## config.mk

```make
export PLATFORM = sky130hd
export DESIGN_NAME = wb_write_arbiter
export DESIGN_NICKNAME = d
export VERILOG_FILES = /design/src/rtl/wb_write_arbiter.sv
export SDC_FILE = /design/constraint.sdc
export NUM_CORES = 1
export LEC_CHECK = 0
export CAP_MARGIN = 20
export CELL_PAD_IN_SITES_DETAIL_PLACEMENT = 1
export CELL_PAD_IN_SITES_GLOBAL_PLACEMENT = 2
export CORE_MARGIN = 8
export CORE_UTILIZATION = 35
export DETAILED_ROUTE_END_ITERATION = 6
export PLACE_DENSITY = 0.87
export SYNTH_ARGS = -nofsm -noshare
export SYNTH_HDL_FRONTEND = slang
export SYNTH_SLANG_ARGS = --single-unit
export TNS_END_PERCENT = 5
```

## constraint.sdc

```tcl
create_clock -name clk -period 5.9 [get_ports clk]
set_input_delay 1.475 -clock clk [delete_from_list [all_inputs] [get_ports clk]]
set_output_delay 1.475 -clock clk [all_outputs]
set_load 0.01 [all_outputs]
```

## src/rtl/wb_write_arbiter.sv

```systemverilog
// Register-file write-port arbiter: pipeline WB vs. buffered mul/div results.
// Optional WB_WAW_CHECK_EN adds a sticky waw_err flag for WB hitting a busy reg.
module wb_write_arbiter #(
  parameter int DEPTH = 2,
  parameter int AW    = 1
) (
  input  logic          clk,
  input  logic          rst_n,
  input  logic          wb_en,
  input  logic [4:0]    wb_reg,
  input  logic [31:0]   wb_data,
  input  logic          mc_issue,
  input  logic [4:0]    mc_issue_reg,
  input  logic          mc_valid,
  input  logic [4:0]    mc_reg,
  input  logic [31:0]   mc_data,
  output logic          mc_ready,
  output logic          write_en,
  output logic [4:0]    writeReg,
  output logic [31:0]   write_data,
  output logic [31:0]   busy,
  output logic [AW:0]   fifo_count
`ifdef WB_WAW_CHECK_EN
  ,
  output logic          waw_err
`endif
);

  localparam logic [AW:0] LP_FULL = (AW+1)'(DEPTH);

  logic [4:0]    r_mem_reg  [DEPTH];
  logic [31:0]   r_mem_data [DEPTH];
  logic [AW-1:0] r_rd;
  logic [AW-1:0] r_wr;
  logic [AW:0]   r_count;
  logic          r_write_en;
  logic [4:0]    r_write_reg;
  logic [31:0]   r_write_data;
  logic [31:0]   r_busy;

  logic          w_ready;
  logic          w_acc;
  logic          w_wb;
  logic          w_empty;
  logic          w_pop;
  logic          w_bypass;
  logic          w_push;
  logic          w_clr;
  logic [4:0]    w_clr_reg;
  logic [4:0]    w_head_reg;
  logic [31:0]   w_head_data;
  logic [31:0]   w_busy_nxt;

  assign w_ready     = (r_count != LP_FULL);
  assign w_acc       = mc_valid & w_ready;
  assign w_wb        = wb_en & (wb_reg != 5'd0);
  assign w_empty     = (r_count == '0);
  assign w_pop       = ~w_wb & ~w_empty;
  assign w_bypass    = ~w_wb & w_empty & w_acc
                     & (mc_reg != 5'd0);
  assign w_push      = w_acc & (mc_reg != 5'd0)
                     & ~w_bypass;
  assign w_head_reg  = r_mem_reg[r_rd];
  assign w_head_data = r_mem_data[r_rd];
  assign w_clr       = w_pop | w_bypass;
  assign w_clr_reg   = w_pop ? w_head_reg : mc_reg;

  // set after clear so a same-cycle issue keeps its register busy
  always_comb begin
    w_busy_nxt = r_busy;
    if (w_clr)
      w_busy_nxt[w_clr_reg] = 1'b0;
    if (mc_issue && (mc_issue_reg != 5'd0))
      w_busy_nxt[mc_issue_reg] = 1'b1;
    w_busy_nxt[0] = 1'b0;
  end

  always_ff @(posedge clk) begin
    if (w_push) begin
      r_mem_reg[r_wr]  <= mc_reg;
      r_mem_data[r_wr] <= mc_data;
    end
  end

  always_ff @(posedge clk) begin
    if (!rst_n) begin
      r_rd         <= '0;
      r_wr         <= '0;
      r_count      <= '0;
      r_write_en   <= 1'b0;
      r_write_reg  <= 5'd0;
      r_write_data <= 32'd0;
      r_busy       <= 32'd0;
    end else begin
      if (w_push)
        r_wr <= r_wr + 1'b1;
      if (w_pop)
        r_rd <= r_rd + 1'b1;
      unique case ({w_push, w_pop})
        2'b10:   r_count <= r_count + 1'b1;
        2'b01:   r_count <= r_count - 1'b1;
        default: r_count <= r_count;
      endcase
      r_write_en <= w_wb | w_pop | w_bypass;
      unique case (1'b1)
        w_wb: begin
          r_write_reg  <= wb_reg;
          r_write_data <= wb_data;
        end
        w_pop: begin
          r_write_reg  <= w_head_reg;
          r_write_data <= w_head_data;
        end
        w_bypass: begin
          r_write_reg  <= mc_reg;
          r_write_data <= mc_data;
        end
        default: ;
      endcase
      r_busy <= w_busy_nxt;
    end
  end

`ifdef WB_WAW_CHECK_EN
  logic r_waw;

  always_ff @(posedge clk) begin
    if (!rst_n)
      r_waw <= 1'b0;
    else if (w_wb && r_busy[wb_reg])
      r_waw <= 1'b1;
  end

  assign waw_err = r_waw;
`endif

  assign mc_ready   = w_ready;
  assign write_en   = r_write_en;
  assign writeReg   = r_write_reg;
  assign write_data = r_write_data;
  assign busy       = r_busy;
  assign fifo_count = r_count;

endmodule

```

==> run metrics <==
outcome=complete, no violations; Post-synth top cells=nand2_1, dfxtp_1, edfxtp_1, o221a_1, mux2i_1; die area=24080 µm²; antenna violations before repair=1; fin util=47.25%; fin crit share=69.68%; Placer Congestion=0.8074; post-route minimum period=4.111 ns; Sum Neg Setup Slack=0 ns; Synthesized Nets=675; largest net degree at the start of global routing=78; Post-Synthesis Cells=590; HPWL Detailed=15170 µm; WS Path Type=in2reg; number of flip-flops in the largest register=64; Worst Path Max Fanout=37; Crit. End Element=flop; die width=155.2 µm; Reg area=3705 µm²; chip height=155.2 µm; Via density=5.467; Std-Cell Rows=51; clk buf depth=2; top post-synthesis cells by area=edfxtp_1, dfxtp_1, o221a_1; Post-CTS Resized=0; post-synthesis sequential area ratio=54.62%; Leak=3.011 nW; Mean Syn Cell Area=11.49 µm²; Sink Count=148; startpoint types=input pin; Avg WL per Cell=21.84 µm; Root Driver=clkbuf_16; Mapped Area=6780 µm²; CTS buffer count=17; count of final setup violators=0; antenna-violating nets left=0; first-pass GRT wire length=33780 µm; io pins=157; Overflow after GRT=0; Hold Fails Final Rpt=0; fmax=243.2 MHz; Post-synth ARST share=0%; Synth Register Bits=148; via count=5505; Hold Buf Count CTS=0; Post-synth EDFFs=74; core area=19210 µm²; synthesis-to-layout area growth=33.86%; Pwr Density=398.5 nW/µm²; routed wire length=21990 µm; most frequent cell after synthesis=nand2_1; layout cells sized above 1=6.892%; clk_skew=0.006681 ns; Total GRT Usage=18.10%; footprint of the multi-input gates=2829 µm²; Synth cell types=60; WP data required=6.20 ns; Slew Viols, Final=0; Critical Path AT=4.42 ns; ys flop type=edfxtp_1; Initial Util=35.30%; Reg clk slew, reported paths=0.06 ns; H-Tree Depth=4; RSZ-0062 raised after global routing=false; Max-Cap Viols=0; Rel. slew slack=27.92%; Max rail drop VDD=0.0002392 V; Synth top area share=32.77%; DRC Markers=0; Worst-Margin Slew=1.079 ns; hold crit path type=reg2reg; number of global-route vias before repair=5905; Fill cells=2033; Initial DRC Count=345; CTS tree=yes; Yosys warnings=0; cell taking the most area after synthesis=edfxtp_1; Largest Register=r_mem_data; IO Port Bufs=155; Final #Nets=812; clock latency on the worst-skew pair=0.42 ns; Setup Fix Bufs, Post-CTS=0; DRT Pass-1 Iters=5
## routing by layer
metal	part of all wire [%]	vias up	GRT usage, %
met2	50	163	31.66
met4	2.2	0	7.024
met3	5.1	26	3.828
met1	42	2759	21.39
met5	0	-	0
li1	-	2557	-
## metrics by stage
step | instances | setup slack (ns) | instance area (µm²) | hold slack (ns) | power (W)
after floorplan | 590 | 1.555 | 6780 | 0.4627 | 0.002094
after global placement | 972 | 1.525 | 8483 | 0.4688 | 0.002531
after detailed placement | 973 | 1.356 | 8503 | 0.4552 | 0.002588
after CTS | 1005 | 1.790 | 9071 | 0.4780 | 0.003651
after global routing | 1007 | 1.670 | 9076 | 0.4974 | 0.003789
final | 1007 | 1.789 | 9076 | 0.4764 | 0.003617
## worst max-delay path, cell delays in order
cell and delay [ns]:
clkdlybuf4s50_1 0.55, or3_4 0.48, o311ai_4 0.88, nand2_4 0.55
o221a_1 0.46
## cell usage in the layout (no fill, tap or decap), types with 5 or more instances in the layout
cell type,synthesis,layout
a21oi_1,7,7
a32oi_1,7,7
and2_1,33,33
buf_4,1,7
clkbuf_16,0,17
clkdlybuf4s50_1,0,154
dfxtp_1,74,73
edfxtp_1,74,74
mux2i_1,36,36
nand2_1,96,96
nor2_1,13,12
nor3_1,5,5
o211ai_1,20,20
o21ai_0,13,13
o21bai_1,20,20
o221a_1,37,37
o311a_1,33,33
## path summary, 6_finish.rpt
check / from / cells after the start / slack (ns) / endpoint
setup / recovery: mc_reg[4] / 5 / 1.79 / write_data[0]$_SDFFE_PN0P_
hold / removal: busy[5]$_SDFF_PN0_ / 2 / 0.48 / busy[5]$_SDFF_PN0_
setup reg to reg: fifo_count[0]$_SDFFE_PN0P_ / 6 / 2.55 / r_mem_data[0][28]$_DFFE_PP_
hold reg to reg: busy[5]$_SDFF_PN0_ / 2 / 0.48 / busy[5]$_SDFF_PN0_
## cells by family after synthesis
kind of cell / Yosys count / share of synthesized area [%]
XOR/XNOR: 2 / 0.2584
AO/OA/AOI/OAI: 173 / 22.75
buffers and inverters: 50 / 3.783
other: 1 / 0.05531
adder cells (fa/ha/maj): 1 / 0.1845
AND/OR/NAND/NOR: 177 / 12.70
flip-flops: 148 / 54.62
multiplexers: 38 / 5.647
## final cells by class
cell class	instances	area share (%)
clock buffer	20	4.811
inverter	5	0.2068
tap	265	3.653
antenna	2	0.05514
clock inverter	12	1.447
timing repair buffer	163	17.84
multi-input combinational	392	31.17
sequential	148	40.82
## report_power, final
part | total (W) | switching [W] | leakage, nW | internal [W]
combinational | 0.00116 | 0.000653 | 1.45 | 0.000510
clock | 0.00105 | 0.000429 | 0.272 | 0.000623
sequential | 0.00140 | 0.000119 | 1.29 | 0.00128
(Power assumes the default switching activity.)
